==> src/rtl/shared_bus_receiver.sv <==
// Receiver for the shared tri-state data bus: samples one-hot granted words into a
// small FIFO tagged with the source index and flags grant conflicts.
module shared_bus_receiver #(
    parameter int unsigned DATA_WIDTH = 32,
    parameter int unsigned NUM_SRC    = 4,
    parameter int unsigned SRC_BITS   = 2,
    parameter int unsigned DEPTH      = 4
) (
    input  logic                     clk,
    input  logic                     reset_n,
    input  logic [DATA_WIDTH-1:0]    bus_data,
    input  logic [NUM_SRC-1:0]       bus_grant,
    input  logic                     bus_valid,
    output logic                     bus_ready,
    output logic                     out_valid,
    output logic [DATA_WIDTH-1:0]    out_data,
    output logic [SRC_BITS-1:0]      out_src,
    input  logic                     out_ready,
    input  logic                     flush,
    output logic [$clog2(DEPTH):0]   count,
    output logic                     conflict,
    input  logic                     conflict_clr
);

    localparam int unsigned PTR_W = $clog2(DEPTH);
    localparam int unsigned CNT_W = PTR_W + 1;

    logic [DATA_WIDTH-1:0] data_mem [DEPTH];
    logic [SRC_BITS-1:0]   src_mem  [DEPTH];

    logic [PTR_W-1:0] wr_ptr_q, wr_ptr_d;
    logic [PTR_W-1:0] rd_ptr_q, rd_ptr_d;
    logic [CNT_W-1:0] count_q, count_d;
    logic             conflict_q, conflict_d;

    logic               full, empty, onehot, multi, push, pop;
    logic [NUM_SRC-1:0] grant_minus_one;
    logic [SRC_BITS-1:0] src_enc;

    always_comb begin
        full  = (count_q == CNT_W'(DEPTH));
        empty = (count_q == '0);

        // x & (x-1) clears the lowest set bit; anything left means two or more grants
        grant_minus_one = bus_grant - NUM_SRC'(1);
        multi  = |(bus_grant & grant_minus_one);
        onehot = (|bus_grant) && !multi;

        src_enc = '0;
        for (int unsigned i = 0; i < NUM_SRC; i++) begin
            if (bus_grant[i]) src_enc = SRC_BITS'(i);
        end

        bus_ready = !full && !flush;
        out_valid = !empty;
        push      = bus_valid && bus_ready && onehot;
        pop       = out_valid && out_ready && !flush;
    end

    always_comb begin
        wr_ptr_d = wr_ptr_q;
        rd_ptr_d = rd_ptr_q;
        count_d  = count_q;
        if (flush) begin
            wr_ptr_d = '0;
            rd_ptr_d = '0;
            count_d  = '0;
        end else begin
            if (push) wr_ptr_d = wr_ptr_q + PTR_W'(1);
            if (pop)  rd_ptr_d = rd_ptr_q + PTR_W'(1);
            case ({push, pop})
                2'b10:   count_d = count_q + CNT_W'(1);
                2'b01:   count_d = count_q - CNT_W'(1);
                default: count_d = count_q;
            endcase
        end

        conflict_d = conflict_q;
        if (conflict_clr)         conflict_d = 1'b0;
        if (bus_valid && multi)   conflict_d = 1'b1;
    end

    always_ff @(posedge clk or negedge reset_n) begin
        if (!reset_n) begin
            wr_ptr_q   <= '0;
            rd_ptr_q   <= '0;
            count_q    <= '0;
            conflict_q <= 1'b0;
        end else begin
            wr_ptr_q   <= wr_ptr_d;
            rd_ptr_q   <= rd_ptr_d;
            count_q    <= count_d;
            conflict_q <= conflict_d;
        end
    end

    always_ff @(posedge clk) begin
        if (push) begin
            data_mem[wr_ptr_q] <= bus_data;
            src_mem[wr_ptr_q]  <= src_enc;
        end
    end

    assign out_data = data_mem[rd_ptr_q];
    assign out_src  = src_mem[rd_ptr_q];
    assign count    = count_q;
    assign conflict = conflict_q;

endmodule

==> config.mk <==
export PLATFORM = sky130hd
export DESIGN_NAME = shared_bus_receiver
export DESIGN_NICKNAME = d
export VERILOG_FILES = /design/src/rtl/shared_bus_receiver.sv
export SDC_FILE = /design/constraint.sdc
export NUM_CORES = 1
export LEC_CHECK = 0
export ABC_AREA = 1
export BUFFER_PORTS_ARGS = -buffer_cell sky130_fd_sc_hd__buf_4
export CAP_MARGIN = 0
export CELL_PAD_IN_SITES_DETAIL_PLACEMENT = 0
export CELL_PAD_IN_SITES_GLOBAL_PLACEMENT = 2
export CORE_MARGIN = 8
export CORE_UTILIZATION = 42
export DETAILED_ROUTE_END_ITERATION = 10
export GPL_TIMING_DRIVEN = 0
export PLACE_DENSITY = 0.89
export SLEW_MARGIN = 30
export SYNTH_ARGS = -nofsm -noshare
export SYNTH_HDL_FRONTEND = slang
export SYNTH_SLANG_ARGS = --single-unit
==> constraint.sdc <==
create_clock -name clk -period 6.5 [get_ports clk]
set_input_delay 1.3 -clock clk [delete_from_list [all_inputs] [get_ports clk]]
set_output_delay 1.3 -clock clk [all_outputs]
set_load 0.005 [all_outputs]
; ---- Word-level counts from Yosys, hierarchy flattened
; Memory sizes are Yosys's and may differ from the RTL's.
; Index checks and enable logic that the tools add are counted.
[word_totals]
reg_bits = 8
ram_bits = 136
inputBits = 42
mem_count = 2
[mem_list]
columns = name, depth, word_bits, read_ports, rd_clocked_by_memory_dff, wr, line
row1 = data_mem, 4, 32, 1, 0, 1, 28  ; logic [DATA_WIDTH-1:0] data_mem [DEPTH];
row2 = src_mem, 4, 2, 1, 0, 1, 29  ; logic [SRC_BITS-1:0] src_mem [DEPTH];
[op_classes]
addsub = 5
eq_ne = 3
n_mux = 13
n_bitwise = 1
n_reduce_logical = 18
[ops]
columns = op, n
row1 = 2-bit 2-to-1 mux, 6
row2 = 4-bit OR reduction, 2
row3 = 1-bit logical AND, 7
row4 = 3-bit one-hot mux with 2 select lines, 1
row5 = 2-bit nonzero test, 3
row6 = 1-bit 2-to-1 mux, 5
row7 = 2-bit by 1-bit adder with 2-bit output (second input constant), 2
row8 = 4-bit AND, 1
row9 = 1-bit logical NOT, 4
row10 = 4-bit by 1-bit subtractor with 4-bit output (second input constant), 1
row11 = 3-bit by 1-bit adder with 3-bit output (second input constant), 1
row12 = 3-bit == test (second input constant), 1
row13 = 3-bit logical NOT, 1
row14 = 3-bit 2-to-1 mux, 1
row15 = 3-bit nonzero test, 1
row16 = 3-bit by 1-bit subtractor with 3-bit output (second input constant), 1
row17 = 2-bit by 1-bit == test with 1-bit output (second input constant), 1
row18 = 2-bit == test (second input constant), 1

; ---- Longest topological paths before layout
; Gate-level depths: netlist of run 1.
[logic_depth]
word_depth = 9
depth_mapped = 14

; ---- Worst setup path after synthesis of run 1
; No wires, ideal clock.
[synth_path]
path_type = input to register
start = input bus_grant[0]
end = memory data_mem[0][0], enable pin
arrival_time_ns = 3.214
t_required_ns = 6.075
slack_ns = 2.861
stages = 5
path_buffers = 0
cell_sequence = nor2_1 nand2_1 nand2_2 nand3_4 nor2_1
[synth_via]
elab_chain_len = 8
word_cells_on_any_way = 9
[synth_rtl]
columns = item, line
row1 = "start, declared", 12  ; input logic [NUM_SRC-1:0] bus_grant,
row2 = 4-bit by 1-bit subtractor with 4-bit output, 45  ; grant_minus_one = bus_grant - NUM_SRC'(1);
row3 = 4-bit AND, 46  ; multi = |(bus_grant & grant_minus_one);
row4 = 4-bit OR reduction, 46
row5 = 1-bit logical NOT, 47  ; onehot = (|bus_grant) && !multi;
row6 = 1-bit logical AND (*), 47
row7 = 1-bit logical AND (*), 56  ; push = bus_valid && bus_ready && onehot;
row8 = 1-bit 2-to-1 mux (*), 98  ; if (push) begin
row9 = 1-bit 2-to-1 mux (not written as such) (*), 99  ; data_mem[wr_ptr_q] <= bus_data;
row10 = "end, declared", 28
; Mark *: on every way between the ends. The rest lies on a longest branch, timed or not.

; ---- Worst setup path after layout of run 1
[layout_path]
start = register rd_ptr_q[1]
end = output out_data[15]
[layout_via]
elab_chain_len = 1
[layout_rtl]
columns = item, line
row1 = "start, declared", 32  ; logic [PTR_W-1:0] rd_ptr_q, rd_ptr_d;
row2 = "start signal, assigned", 91  ; rd_ptr_q <= rd_ptr_d;
row3 = memory read 4 x 32 bit, n/a
row4 = "end, declared", 16  ; output logic [DATA_WIDTH-1:0] out_data,
; Every way passes these cells.

==> results.json, run 1 <==
{
  "cts_setup_buffers": 0,
  "crit_family": "buffers and inverters",
  "grt_first_pass_wirelength_um": 20090,
  "crit_buf_inv": 3,
  "avgViaCountPerCell": 5.166,
  "grt_start_max_net_pins": 21,
  "skew_ns": 0.01031,
  "dieWidth_um": 131.6,
  "place_inst": 673,
  "power_density_nw_per_um2": 286.6,
  "status": "completed",
  "clock_sinks": 144,
  "p_leak_nw": 2.598,
  "endpoint": "out_data[15]",
  "cts.path.max_buffers": 2,
  "fin_setup_tns_ns": 0,
  "start_util_pct": 42.69,
  "gp_congestion": 0.8009,
  "worst_ir_drop_vdd_v": 0.0001670,
  "cts-htree-levels": 4,
  "wire_per_inst_um": 18.35,
  "io_pins": 82,
  "hold_class": "reg2reg",
  "timing.rr.start": "count[0]",
  "slew_headroom_pct": 58.73,
  "r2r_slack_ns": 4.30,
  "worst_slew_pin_slew_ns": 0.6175,
  "core_um2": 13140,
  "met1_usage_pct": 17.87,
  "ys_types": 23,
  "area_growth_pct": 27.29,
  "grt-busiest-layer": "met2",
  "postRouteAntennaNets": 0,
  "finalWirelength_um": 12940,
  "timing.rr.end": "count[2]",
  "yosysSeqAreaShare_pct": 76.39,
  "critical_path_class": "reg2out",
  "period_minus_slack_ns": 3.548,
  "cts-root-buf": "clkbuf_16",
  "num_vias": 3642,
  "maxSlewViolCount": 0,
  "dr.first_iter.drc_count": 273,
  "cts.clk_slew.worst_paths_ns": 0.06,
  "cp-end-kind": "output port",
  "die_h_um": 131.6,
  "netlist_instances": 411,
  "pwr-share-comb_pct": 6.2,
  "fp.dieArea_um2": 17310,
  "syn_area_per_cell_um2": 13.64,
  "reg2regPathDepth": 12,
  "max_freq_ghz": 0.2819,
  "final_common_cell": "edfxtp_1",
  "hpwl_um": 8470,
  "cp.arrival_ns": 2.25,
  "use_met2_pct": 25.08,
  "synth_warnings": 0,
  "fillers": 1113,
  "slowest_delay_ns": 0.51,
  "finalCritPeriodShare_pct": 54.58,
  "final_net_count": 563,
  "grtUsageTotal_pct": 15.00,
  "ys_ff_latch": 144,
  "pwr-share-clk_pct": 43.2,
  "hold_viol": 0,
  "finalNonFillerCells": 705,
  "cts_tree": "done",
  "cts_buffers": 17,
  "drv_cap": 0,
  "startpoint": "rd_ptr_q[1]",
  "rsz0062_at_grt": "no",
  "critical_path.max_fanout": 10,
  "syn_area_um2": 5608,
  "clock_latency_ns": 0.41,
  "drive_gt1_share_pct": 25.90,
  "switching_power_uw": 438.5,
  "switching_share_pct": 21.43,
  "first_global_vias": 3729,
  "overflow": 0,
  "dr.pass1.iters": 4,
  "grt.met3_usage_pct": 4.764,
  "cts_resized": 0,
  "antenna_cells": 0,
  "p_int_mw": 1.607,
  "path_depth": 5,
  "power_frac_seq_pct": 50.5,
  "postCtsHoldBufs": 0,
  "report.final.setup_viol": 0,
  "portBuffers": 81,
  "synth_nets": 458,
  "antenna_found_initial": 0,
  "cp_slowest_cell": "dfrtp_1",
  "path_cells": "inv_1 -> clkbuf_1 -> o21ai_0 -> o22ai_1 -> buf_4",
  "drc": 0,
  "crit_path_start_kind": "register",
  "layout_common_cells": "136 x edfxtp_1, 83 x buf_4, 71 x o21ai_0",
  "core.rowCount": 42,
  "worst_ep_required_time_ns": 5.20
}
final cells by class:
| class | instances | area [um^2] | share of cell area, % |
|---|---|---|---|
| buffer | 21 | 88.84 | 1.245 |
| clock buffer | 18 | 429.2 | 6.012 |
| clock inverter | 14 | 117.6 | 1.648 |
| inverter | 19 | 71.32 | 0.9991 |
| multi-input combinational | 227 | 1194 | 16.72 |
| sequential | 144 | 4284 | 60.02 |
| tap | 176 | 220.2 | 3.085 |
| timing repair buffer | 86 | 733.2 | 10.27 |
metrics by stage:
stage	total power [mW]	setup slack [ns]	hold WS (ns)	utilization [%]	area [um^2]
after floorplan	1.103	2.861	0.5256	-	5608
after global placement	1.174	1.455	0.5202	48.99	6436
after detailed placement	1.183	3.269	0.5248	50.17	6591
after CTS	2.063	2.974	0.5451	54.33	7138
after global routing	2.113	2.787	0.5947	54.33	7138
final	2.046	2.952	0.5456	54.33	7138
worst min path at each step:
stage	start	to	slack [ns]	cells past startpoint
2_1_floorplan	conflict	conflict	0.53	2
3_3_place_gp	conflict	conflict	0.52	2
3_5_place_dp	conflict	conflict	0.52	2
4_1_cts	conflict	conflict	0.55	2
5_1_grt	conflict	conflict	0.59	2
6_report	conflict	conflict	0.55	2
kinds of logic after synthesis:
logic type	synth area share, %
flops	76.39
xor+xnor	0.1562
simple gates	8.389
buf+inv	2.856
fa+ha+maj	1.249
compound gates	10.95
synthesized netlist by cell type, drive strengths merged:
library cell	count	area (um^2)
ha	4	50.05
fa	1	20.02
buf	4	25.02
nand2	23	111.4
o21ai	71	355.3
o22ai	35	219.0
edfxtp	136	4084
inv	19	71.32
a21oi	5	32.53
dfrtp	8	200.2
nor2	77	301.5
nand3	9	57.56
xor2	1	8.760
clkbuf	17	63.81
o21bai	1	7.510
worst register-to-register path, delay by kind of cell (launching register included):
| family | cells | cell delay, ns |
|---|---|---|
| compound gates | 1 | 0.22 |
| fa+ha+maj | 1 | 0.38 |
| simple gates | 7 | 0.73 |
| flops | 1 | 0.45 |
| buf+inv | 2 | 0.10 |
| xor+xnor | 1 | 0.21 |
flip-flops by register name (all words and copies together) (netlist names):
register,flops
conflict,1
count,3
data_mem,128
rd_ptr_q,2
src_mem,8
wr_ptr_q,2
power groups by stage:
stage,Sequential [mW],Clock [mW],Combinational [mW]
finish,1.03,0.884,0.128
global route,1.03,0.938,0.141
CTS,1.03,0.899,0.130
detailed placement,1.05,0,0.130
global placement,1.05,0,0.121
floorplan,1.05,0,0.0503
per-layer routing:
metal  vias up  part of all wire (%)
met2       114                    50
met5         -                     0
met3        22                   6.0
li1       1722                     -
met4         0                   1.8
met1      1784                    42
(Power assumes the default switching activity.)
==> run 2, diff against run 1 <==
--- a/config.mk
+++ b/config.mk
@@ -11,10 +11,10 @@
 export CELL_PAD_IN_SITES_DETAIL_PLACEMENT = 0
 export CELL_PAD_IN_SITES_GLOBAL_PLACEMENT = 2
 export CORE_MARGIN = 8
-export CORE_UTILIZATION = 42
+export CORE_UTILIZATION = 35
 export DETAILED_ROUTE_END_ITERATION = 10
 export GPL_TIMING_DRIVEN = 0
-export PLACE_DENSITY = 0.89
+export PLACE_DENSITY = 0.8
 export SLEW_MARGIN = 30
 export SYNTH_ARGS = -nofsm -noshare
 export SYNTH_HDL_FRONTEND = slang
==> constraint.sdc (replaced) <==
create_clock -name clk -period 3.14 [get_ports clk]
set_input_delay 0.628 -clock clk [delete_from_list [all_inputs] [get_ports clk]]
set_output_delay 0.628 -clock clk [all_outputs]
set_load 0.005 [all_outputs]
==> results.json, run 2 (same netlist as run 1, synthesis figures left out) <==
{
  "worst_slew_pin_slew_ns": 0.6917,
  "portBuffers": 81,
  "maxSlewViolCount": 0,
  "worst_ep_required_time_ns": 2.51,
  "status": "completed",
  "gp_congestion": 0.7692,
  "final_net_count": 562,
  "path_cells": "inv_1 -> clkbuf_1 -> o21ai_0 -> o22ai_1 -> buf_4",
  "antenna_found_initial": 0,
  "fp.dieArea_um2": 20330,
  "cp.arrival_ns": 2.26,
  "core.rowCount": 46,
  "cp_slowest_cell": "dfrtp_1",
  "cts.clk_slew.worst_paths_ns": 0.06,
  "skew_ns": 0.009411,
  "clock_sinks": 144,
  "cts-htree-levels": 4,
  "cts_resized": 0,
  "grt_first_pass_wirelength_um": 20200,
  "grtUsageTotal_pct": 13.52,
  "rsz0062_at_grt": "no",
  "hpwl_um": 8500,
  "wire_per_inst_um": 17.66,
  "final_util_pct": 45.43,
  "critical_path_class": "reg2out",
  "dr.first_iter.drc_count": 237,
  "max_freq_ghz": 0.3465,
  "slew_headroom_pct": 53.77,
  "cts_setup_buffers": 0,
  "hold_viol": 0,
  "cts-root-buf": "clkbuf_16",
  "p_leak_nw": 2.600,
  "core_um2": 15770,
  "report.final.setup_viol": 0,
  "num_vias": 3519,
  "dr.pass1.iters": 5,
  "die_h_um": 142.6,
  "cts.path.max_buffers": 2,
  "p_total_mw": 4.213,
  "cp-end-kind": "output port",
  "dieWidth_um": 142.6,
  "grt_start_max_net_pins": 19,
  "io_pins": 82,
  "cts_buffers": 17,
  "overflow": 0,
  "finalCritPeriodShare_pct": 91.91,
  "drc": 0,
  "layout_common_cells": "136 x edfxtp_1, 83 x buf_4, 71 x o21ai_0",
  "finalWirelength_um": 13140,
  "start_util_pct": 35.56,
  "antenna_cells": 0,
  "crit_path_start_kind": "register",
  "hold_class": "in2async",
  "postCtsHoldBufs": 0,
  "critical_path.max_fanout": 10,
  "avgViaCountPerCell": 4.730,
  "cts_tree": "done",
  "slowest_delay_ns": 0.49,
  "power_density_nw_per_um2": 588.1,
  "clock_latency_ns": 0.41,
  "area_growth_pct": 27.76,
  "drive_gt1_share_pct": 25.00,
  "worst_ir_drop_vdd_v": 0.0003429,
  "period_minus_slack_ns": 2.886,
  "final_common_cell": "edfxtp_1",
  "drv_cap": 0,
  "postRouteAntennaNets": 0,
  "top_register": "data_mem",
  "largest_reg_flops": 128,
  "first_global_vias": 3667
}
-- run 2: through the flow --
stage / hold WS [ns] / setup TNS, ns / setup slack [ns] / cell area (um^2) / cells
global placement: 0.4559 / -173.83 / -1.306 / 6486 / 708
CTS: 0.01109 / 0 / 0.2372 / 7164 / 744
floorplan: 0.3324 / 0 / 0.1728 / 5608 / 411
detailed placement: 0.4576 / 0 / 0.5889 / 6626 / 712
global route: 0.01632 / 0 / 0.04536 / 7164 / 744
finish: 0.02845 / 0 / 0.2541 / 7164 / 744
-- run 2: worst paths after layout --
check	end	cells after the start	slack (ns)	from
worst min register to register	conflict	2	0.55	conflict
max in group asynchronous	count[1]	1	2.97	reset_n
worst max register to register	count[2]	12	0.97	count[0]
min in group clk	conflict	2	0.41	conflict_clr
worst min-delay path	conflict	1	0.03	reset_n
worst max-delay path	out_data[15]	5	0.25	rd_ptr_q[1]
-- run 2: layer usage --
layer,routed length (um),global-route usage [%],up-vias,part of all wire [%]
li1,-,-,1719,-
met1,5786,16.39,1709,44
met2,6538,22.12,89,50
met3,771,3.992,2,5.9
met4,40,5.537,0,0.30
met5,0,0,-,0
-- run 2: critical path, delay by kind of cell, from the launching register on --
family	cells	cell delay (ns)
AOI/OAI and AO/OA	2	0.44
buffers and inverters	3	0.92
DFF	1	0.49
-- run 2: power breakdown --
| group | total, mW | switching [mW] | internal [mW] |
|---|---|---|---|
| Combinational | 0.263 | 0.150 | 0.114 |
| Sequential | 2.14 | 0.00903 | 2.13 |
| Clock | 1.81 | 0.689 | 1.12 |
-- run 2: cell type report --
| class | count | area (um^2) |
|---|---|---|
| clock inverter | 8 | 66.31 |
| timing repair buffer | 85 | 718.2 |
| tap | 216 | 270.3 |
| fill | 1463 | 8606 |
| multi-input combinational | 227 | 1194 |
| sequential | 144 | 4284 |
| inverter | 19 | 71.32 |
| clock buffer | 24 | 471.7 |
| buffer | 21 | 88.84 |
==> run 3, diff against run 2 <==
--- a/config.mk
+++ b/config.mk
@@ -14,8 +14,10 @@
 export CORE_UTILIZATION = 35
 export DETAILED_ROUTE_END_ITERATION = 10
 export GPL_TIMING_DRIVEN = 0
-export PLACE_DENSITY = 0.8
+export PLACE_DENSITY_LB_ADDON = 0.1
+export REMOVE_ABC_BUFFERS = 1
 export SLEW_MARGIN = 30
 export SYNTH_ARGS = -nofsm -noshare
 export SYNTH_HDL_FRONTEND = slang
 export SYNTH_SLANG_ARGS = --single-unit
+export TNS_END_PERCENT = 10
==> results.json, run 3 (same netlist as run 1, synthesis figures left out) <==
{
  "drc": 0,
  "antenna_cells": 0,
  "place_inst": 696,
  "rsz0062_at_grt": "no",
  "hold_viol": 0,
  "overflow": 0,
  "pwr-share-comb_pct": 5.7,
  "slew_headroom_pct": 46.01,
  "dieWidth_um": 142.6,
  "grt_start_max_net_pins": 70,
  "final_util_pct": 46.00,
  "whs_ns": 0.01656,
  "core_um2": 15770,
  "grtUsageTotal_pct": 13.12,
  "cts-htree-levels": 4,
  "period_minus_slack_ns": 2.864,
  "p_leak_nw": 2.623,
  "clock_latency_ns": 0.42,
  "cts.path.max_buffers": 2,
  "largest_reg_flops": 128,
  "cts_buffers": 17,
  "first_global_vias": 3506,
  "dr.first_iter.drc_count": 185,
  "critical_path.max_fanout": 69,
  "io_pins": 82,
  "maxSlewViolCount": 0,
  "hold_class": "in2async",
  "cts_tree": "done",
  "avgViaCountPerCell": 4.783,
  "gp_congestion": 0.7314,
  "cts.clk_slew.worst_paths_ns": 0.06,
  "dr.pass1.iters": 4,
  "start_util_pct": 35.56,
  "die_h_um": 142.6,
  "skew_ns": 0.009970,
  "postRouteAntennaNets": 0,
  "portBuffers": 81,
  "antenna_found_initial": 0,
  "top_register": "data_mem",
  "p_int_mw": 3.513,
  "worst_slew_pin_slew_ns": 0.8098,
  "fp.dieArea_um2": 20330,
  "crit_path_start_kind": "register",
  "worst_ep_required_time_ns": 2.51,
  "fillers": 1468,
  "layout_common_cells": "136 x edfxtp_1, 81 x buf_4, 71 x o21ai_0",
  "finalWirelength_um": 12690,
  "cts-root-buf": "clkbuf_16",
  "final_net_count": 546,
  "report.final.setup_viol": 0,
  "grt_first_pass_wirelength_um": 19700,
  "area_growth_pct": 29.36,
  "finalNonFillerCells": 728,
  "pwr-share-clk_pct": 45.8,
  "finalCritPeriodShare_pct": 91.22,
  "max_freq_ghz": 0.3491,
  "drive_gt1_share_pct": 27.54,
  "switching_share_pct": 20.53,
  "num_vias": 3482,
  "status": "completed",
  "critical_path_class": "reg2out",
  "switching_power_uw": 907.3,
  "cp-end-kind": "output port",
  "drv_cap": 0,
  "clock_sinks": 144,
  "core.rowCount": 46,
  "power_frac_seq_pct": 48.5,
  "worst_ir_drop_vdd_v": 0.0003870,
  "cp.arrival_ns": 2.24,
  "power_density_nw_per_um2": 609.3,
  "hpwl_um": 7502,
  "wire_per_inst_um": 17.43,
  "final_common_cell": "edfxtp_1"
}
[run 3: cell types whose count changed in the layout (fill, tap and decap cells not counted), moves of 2 or more]
cell	previous run	this run
clkinvlp_4	1	5
buf_12	0	2
clkinv_4	0	3
bufinv_16	1	3
buf_4	83	81
clkbuf_1	22	1
buf_2	2	0
dfrtp_1	8	6
buf_8	0	2
clkinv_2	5	2
[run 3: per-stage QoR]
| stage | TNS (ns) | total power, mW | worst slack [ns] | area (um^2) |
|---|---|---|---|---|
| floorplan | 0 | 2.277 | 0.1728 | 5519 |
| finish | 0 | 4.420 | 0.2756 | 7254 |
| global route | 0 | 4.570 | 0.1107 | 7254 |
| CTS | 0 | 4.468 | 0.006471 | 7249 |
| global placement | -253.46 | 2.425 | -1.581 | 6397 |
| detailed placement | 0 | 2.445 | 0.4503 | 6643 |
[run 3: power by group through the flow]
stage          combinational [mW]  sequential [mW]  clock [mW]
2_1_floorplan              0.0893             2.19           0
3_3_place_gp                0.230             2.20           0
3_5_place_dp                0.260             2.18           0
4_1_cts                     0.261             2.14        2.06
5_1_grt                     0.284             2.15        2.14
6_report                    0.253             2.14        2.02
[run 3: path summary, 6_finish.rpt]
path | cells after the start | startpoint | end | slack, ns
worst max-delay path | 5 | rd_ptr_q[0] | out_data[4] | 0.28
worst min-delay path | 1 | reset_n | count[0] | 0.02
worst max register to register | 12 | count[0] | count[2] | 0.97
worst min register to register | 2 | conflict | conflict | 0.54
max in group asynchronous | 1 | reset_n | rd_ptr_q[0] | 2.97
min in group clk | 2 | conflict_clr | conflict | 0.40
[run 3: area by class of cell]
cell class	instances	area (um^2)	share of cell area (%)
Inverter	19	78.83	1.087
Sequential cell	144	4289	59.12
Clock inverter	13	163.9	2.259
Clock buffer	19	442.9	6.106
Timing Repair Buffer	90	815.8	11.25
Tap cell	216	270.3	3.725
Multi-Input combinational cell	227	1194	16.45
[run 3: layer usage]
| layer | global-route usage [%] | vias to the layer above | routed length [um] |
|---|---|---|---|
| li1 | - | 1684 | - |
| met1 | 15.66 | 1708 | 5578 |
| met2 | 21.47 | 74 | 6289 |
| met3 | 3.690 | 16 | 610 |
| met4 | 6.320 | 0 | 210 |
| met5 | 0 | - | 0 |
[run 3: repair_timing]
action / in CTS / in global routing
endpoints found under the hold margin: 0 / 0
setup endpoints to repair: 0 / 19
buffers inserted: 0 / 0
hold buffers: 0 / 0
resized for setup: 0 / 3
[run 3: critical path: stages, from the launching register on]
cell and delay, ns:
dfrtp_4 0.60, buf_12 0.24, inv_6 0.41, o21ai_0 0.15
o22ai_1 0.24, buf_4 0.17
